**src/rtl/cdb_arbiter.sv**
```systemverilog
// cdb_arbiter
//   Central round-robin arbiter for the common data bus. Each functional unit
//   holds req high (with a stable tag/value) until it sees its grant. One
//   winner per cycle is chosen combinationally; its tag/value is registered
//   and broadcast to the reservation stations and the ROB the next cycle.
//
// Optional feature macro: CDB_ARBITER_PRIO0_EN
//   Defined   : requester 0 (branch/SEL unit) wins whenever it requests and
//               flush is low; a requester-0 grant does not move the pointer.
//   Undefined : pure round-robin over all NUM_REQ requesters.
//
// Ports
//   clk          system clock
//   rst          synchronous reset, active low
//   req          per-FU request, held until granted
//   req_id       per-FU result tag, FU i at [i*ID_W +: ID_W]
//   req_val      per-FU result value, FU i at [i*VAL_W +: VAL_W]
//   grant        one-hot (or zero) combinational grant
//   flush        squashes granting and the pending broadcast
//   cdb_valid    broadcast valid (registered, masked by flush)
//   cdb_id       broadcast tag, zero when cdb_valid is low
//   cdb_val      broadcast value, zero when cdb_valid is low
//   busy         some request is waiting this cycle
//   conflict_cnt saturating count of cycles with two or more requests

module cdb_arbiter #(
    parameter int NUM_REQ = 4,
    parameter int ID_W    = 4,
    parameter int VAL_W   = 8
) (
    input  logic                     clk,
    input  logic                     rst,
    input  logic [NUM_REQ-1:0]       req,
    input  logic [NUM_REQ*ID_W-1:0]  req_id,
    input  logic [NUM_REQ*VAL_W-1:0] req_val,
    output logic [NUM_REQ-1:0]       grant,
    input  logic                     flush,
    output logic                     cdb_valid,
    output logic [ID_W-1:0]          cdb_id,
    output logic [VAL_W-1:0]         cdb_val,
    output logic                     busy,
    output logic [15:0]              conflict_cnt
);

    localparam int PTR_W = (NUM_REQ > 1) ? $clog2(NUM_REQ) : 1;

    logic [PTR_W-1:0] ptr;
    logic [PTR_W-1:0] win_idx;
    logic             win_found;
    logic             grant_any;
    logic [NUM_REQ-1:0] grant_c;
    logic [ID_W-1:0]  sel_id;
    logic [VAL_W-1:0] sel_val;
    logic             multi_req;

    logic             valid_q;
    logic [ID_W-1:0]  id_q;
    logic [VAL_W-1:0] val_q;
    logic [15:0]      cnt_q;

    // Wrap-around search starting at ptr; first requester found wins.
    always_comb begin
        int cand;
        cand      = 0;
        win_found = 1'b0;
        win_idx   = '0;
        grant_c   = '0;
        for (int k = 0; k < NUM_REQ; k++) begin
            cand = int'(ptr) + k;
            if (cand >= NUM_REQ) cand = cand - NUM_REQ;
            if (!win_found && req[cand]) begin
                win_found = 1'b1;
                win_idx   = cand[PTR_W-1:0];
            end
        end
`ifdef CDB_ARBITER_PRIO0_EN
        if (req[0]) begin
            win_found = 1'b1;
            win_idx   = '0;
        end
`endif
        // Reset beats flush, flush beats any grant.
        if (rst && !flush && win_found) grant_c[win_idx] = 1'b1;
    end

    assign grant     = grant_c;
    assign grant_any = |grant_c;
    assign busy      = |(req & ~grant_c);

    // x & (x-1) clears the lowest set bit; anything left means >= 2 requests.
    assign multi_req = |(req & (req - 1'b1));

    always_comb begin
        sel_id  = '0;
        sel_val = '0;
        for (int i = 0; i < NUM_REQ; i++) begin
            if (grant_c[i]) begin
                sel_id  = req_id[i*ID_W +: ID_W];
                sel_val = req_val[i*VAL_W +: VAL_W];
            end
        end
    end

    always_ff @(posedge clk) begin
        if (!rst) begin
            ptr <= '0;
        end else if (grant_any) begin
`ifdef CDB_ARBITER_PRIO0_EN
            if (win_idx != '0) begin
                ptr <= (win_idx == PTR_W'(NUM_REQ - 1)) ? '0 : win_idx + 1'b1;
            end
`else
            ptr <= (win_idx == PTR_W'(NUM_REQ - 1)) ? '0 : win_idx + 1'b1;
`endif
        end
    end

    // grant_c is already zero under flush, so one condition clears the bus.
    always_ff @(posedge clk) begin
        if (!rst) begin
            valid_q <= 1'b0;
            id_q    <= '0;
            val_q   <= '0;
        end else if (grant_any) begin
            valid_q <= 1'b1;
            id_q    <= sel_id;
            val_q   <= sel_val;
        end else begin
            valid_q <= 1'b0;
            id_q    <= '0;
            val_q   <= '0;
        end
    end

    always_ff @(posedge clk) begin
        if (!rst) begin
            cnt_q <= '0;
        end else if (multi_req && (cnt_q != 16'hFFFF)) begin
            cnt_q <= cnt_q + 16'd1;
        end
    end

    // A flush also hides the result granted last cycle that is sitting in
    // the register right now, so the squashed broadcast is never seen.
    assign cdb_valid    = valid_q & ~flush;
    assign cdb_id       = flush ? '0 : id_q;
    assign cdb_val      = flush ? '0 : val_q;
    assign conflict_cnt = cnt_q;

endmodule

```
**config.mk**
```make
export PLATFORM = sky130hd
export DESIGN_NAME = cdb_arbiter
export DESIGN_NICKNAME = d
export VERILOG_FILES = /design/src/rtl/cdb_arbiter.sv
export SDC_FILE = /design/constraint.sdc
export NUM_CORES = 1
export LEC_CHECK = 0
export ABC_AREA = 1
export CAP_MARGIN = 5
export CORE_MARGIN = 3
export CORE_UTILIZATION = 45
export CTS_CLUSTER_SIZE = 20
export DETAILED_ROUTE_END_ITERATION = 6
export PLACE_DENSITY = 0.93
export RECOVER_POWER = 25
export SYNTH_ARGS = -nofsm -noshare
export SYNTH_HDL_FRONTEND = slang
export SYNTH_SLANG_ARGS = --single-unit
```
**constraint.sdc**
```tcl
create_clock -name clk -period 3.7 [get_ports clk]
set_clock_uncertainty 0.15 [all_clocks]
set_input_delay 0.74 -clock clk [delete_from_list [all_inputs] [get_ports clk]]
set_output_delay 0.74 -clock clk [all_outputs]
set_load 0.02 [all_outputs]
```
==> flow_metrics.tcl, run 1 <==
set metrics [dict create \
    status "finished, final reports clean" \
    final_area_sq_um 3580 \
    cp_max_fo 3 \
    critPathCapture "grant[0]" \
    clock-root-buffer "clkbuf_8" \
    max-slew-margin-rel_pct 69.6 \
    wl_per_cell_um 12.1 \
    rr_endpoint "id_q[1]$_SDFF_PN0_" \
    crit_type "input pin to output port" \
    hold_class "flop to flop" \
    grtUsageTotal_pct 23.5 \
    detail-route-antenna-nets 0 \
    synth_top_family_by_area "simple AND/OR/NAND/NOR gates" \
    rr_worst_depth 17 \
    cts_max_path_buffers 2 \
    synth_nets 481 \
    layout-drive-gt1-share_pct 12.2 \
    num_vias 2974 \
    gr-total-overflow 0 \
    die_x_um 79.5 \
    maxCapViolCount 0 \
    insertion_delay_ps 280 \
    hold_viol 0 \
    grt_first_pass_wirelength_mm 11.9 \
    core_sq_um 5170 \
    timing.final.crit_period_ps 3640 \
    cts_sinks 31 \
    clk_pin_slew_ps 60 \
    p_int_w 0.000906 \
    clkPwrFrac_pct 16.6 \
    place.gp.congestion 0.880 \
    drc_errors 0 \
    stdcell_count 596 \
    h-tree-depth 2 \
    synth-adder-area-share_pct 2.57 \
    ys_seq_area_share_pct 25.5 \
    area_growth_pct 47.4 \
    tightest_slew_ps 455 \
    r2r_slack_ps 560 \
    fin_nets 586 \
    synth.area.top_cells "dfxtp_1, nand2_1, inv_1" \
    synthMuxAreaShare_pct 0 \
    synth_compound_area_share_pct 5.97 \
    start_util_pct 47.0 \
    ys_seq_elements 31 \
    cts_tree "done" \
    synth_top_area_share_pct 25.5 \
    fin_crit_sh_pct 98.4 \
    io_pins 89 \
    synth.avg_cell_area_sq_um 5.77 \
    total_leakage_power_nw 1.79 \
    diodes 0 \
    setup_ws_ps 57.4 \
    crit_arrival_ps 2750 \
    ir_worst_vdd_v 0.000253 \
    crit_required_ps 2810 \
    place.detailed.hpwl_mm 5.68 \
    die_area_sq_um 6320 \
    start_kind "input pin" \
    critPathLaunch "req[3]" \
    p_per_area_nw_per_um2 440 \
    yosysTopAreaCell "dfxtp_1" \
    die_y_um 79.5 \
    power_frac_seq_pct 25.6 \
    grt_start_max_net_pins 28 \
    via_per_inst 4.99 \
    drt_iter0_drc 124 \
    synth_xor_xnor_area_share_pct 2.16 \
    grt_pass1_vias 2733 \
    post-place-ws_ps -567 \
    placed_cell_area_sq_um 3480 \
    timing.rr.start "ptr[1]$_SDFFE_PN0P_" \
    num_rows 26 \
    synth_cell_types 31 \
    comb_power_share_pct 57.8 \
    syn_area_sq_um 2430 \
    antenna_found_initial 0 \
    power.switching_w 0.000672 \
    switching_share_pct 42.6 \
    setup_viol 0 \
    place_inst 588 \
    yosys.area_share.simple_pct 47.0 \
    port_buffers 88 \
    numCtsBuffers 5 \
    routed_wl_mm 7.21 \
    ys_warn_count 0 \
    crit_path_end_kind "output port" \
    drtPass1Iterations 4 \
    whs_ps 357 \
    slew_violations 0 \
    synthCells 421 \
    fmax_mhz 275 \
]
[power by group through the flow]
stage,registers [W],clock network (W),logic (W)
6_report,0.000404,0.000263,0.000911
5_1_grt,0.000410,0.000286,0.00101
4_1_cts,0.000403,0.000269,0.000884
3_5_place_dp,0.000410,0,0.000879
3_3_place_gp,0.000409,0,0.000855
2_1_floorplan,0.000401,0,0.000569
[cells in the final DEF (no fill, tap or decap), types with 2 or more instances in the layout]
cell | Yosys | layout
nand2_1 | 126 | 124
inv_1 | 74 | 72
nor2_1 | 67 | 66
clkdlybuf4s50_1 | 0 | 64
dfxtp_1 | 31 | 30
nand4_1 | 28 | 28
buf_4 | 3 | 27
nand3_1 | 18 | 17
a21oi_1 | 15 | 15
dlygate4sd3_1 | 0 | 15
o21ai_0 | 8 | 8
clkbuf_8 | 0 | 6
inv_2 | 3 | 5
nand3_2 | 4 | 5
nor3_1 | 5 | 5
nand2_2 | 2 | 4
xor2_1 | 4 | 4
dlygate4sd2_1 | 0 | 4
ha_1 | 5 | 3
o21ai_2 | 0 | 2
xnor2_1 | 2 | 2
nor3b_1 | 2 | 2
ha_2 | 0 | 2
clkdlybuf4s15_2 | 0 | 2
buf_2 | 1 | 2
[stage by stage]
step / total power [W] / utilization [%] / setup TNS (ps)
final: 0.00158 / 69.3 / 0
after global routing: 0.00171 / 69.3 / -122
after CTS: 0.00156 / 68.9 / 0
after detailed placement: 0.00129 / 67.3 / -2300
after global placement: 0.00126 / 67.3 / -1950
after floorplan: 0.000970 / - / 0
[final cells by class]
| cell class | count | area, sq um |
|---|---|---|
| inverter | 78 | 298 |
| tap | 70 | 87.6 |
| multi-input combinational | 296 | 1430 |
| sequential | 31 | 622 |
| clock inverter | 1 | 5.00 |
| timing repair buffer | 114 | 1060 |
| clock buffer | 6 | 82.6 |
| fill | 440 | 1590 |
[worst max-delay path, stage by stage]
cell,delay [ps]
dlygate4sd2_1,270
nand2_1,80
nand2_1,70
nand2_1,100
nand2_2,90
nor2_4,100
nand2_1,80
or2_2,310
nand3_1,100
o21ai_2,80
buf_4,140
ha_1,190
nand2_1,100
inv_1,50
clkdlybuf4s15_2,250
[timing repair]
action,CTS,global route
resized for setup,28,5
endpoints found under the hold margin,0,0
pin swaps,3,2
endpoints found under the setup margin,5,3
buffers inserted,0,1
hold buffers,0,0
[synthesized netlist by cell type]
cell type	number
a21oi_1	15
and2_1	1
buf_1	1
buf_2	1
buf_4	3
buf_6	5
clkbuf_1	6
dfxtp_1	31
ha_1	5
inv_1	74
inv_2	3
inv_6	1
nand2_1	126
nand2_2	2
nand3_1	18
nand3_2	4
nand3_4	1
nand4_1	28
nand4_2	1
nor2_1	67
nor2_4	1
nor3_1	5
nor3b_1	2
nor4_1	1
o211ai_1	1
o211ai_2	1
o21ai_0	8
o21ai_1	2
or2_2	1
xnor2_1	2
xor2_1	4
[worst min-delay path by stage]
stage               slack, ps                         start  cells after the start                            to
floorplan                 400  conflict_cnt[7]$_SDFFE_PN0P_                      2  conflict_cnt[7]$_SDFFE_PN0P_
global placement          330  conflict_cnt[7]$_SDFFE_PN0P_                      2  conflict_cnt[7]$_SDFFE_PN0P_
detailed placement        340  conflict_cnt[7]$_SDFFE_PN0P_                      2  conflict_cnt[7]$_SDFFE_PN0P_
CTS                       350  conflict_cnt[7]$_SDFFE_PN0P_                      2  conflict_cnt[7]$_SDFFE_PN0P_
global route              400  conflict_cnt[7]$_SDFFE_PN0P_                      2  conflict_cnt[7]$_SDFFE_PN0P_
finish                    360  conflict_cnt[7]$_SDFFE_PN0P_                      2  conflict_cnt[7]$_SDFFE_PN0P_
[sequential cells by signal (all words and copies together) (netlist names)]
register and count:
conflict_cnt 16, valid_q 1, ptr 2, val_q 8, id_q 4
[layer usage]
metal  part of all wire (%)  global-route usage (%)  vias up
met2                     50                    41.7      109
met5                      0                       0        -
li1                       -                       -     1507
met3                    5.9                    3.72       22
met4                    3.0                    10.3        0
met1                     41                    27.7     1336
[kinds of logic (layout without fill, tap and decap cells)]
logic type | count (synthesis) | after routing
and+or+nand+nor | 258 | 258
buffers and inverters | 94 | 199
DFF | 31 | 31
AOI/OAI and AO/OA | 27 | 27
xor gates and xnor gates | 6 | 6
adders and majority gates | 5 | 5
Note: power is estimated with default switching activity, not from simulation.
==> run 2, diff against run 1 <==
Settings changed: ABC_CLOCK_PERIOD_IN_PS set to 3700, CTS_CLUSTER_DIAMETER set to 60, SLEW_MARGIN set to 25.
==> results of run 2 <==
Same layout as run 1: the final DEF is identical, and so are final timing and power.
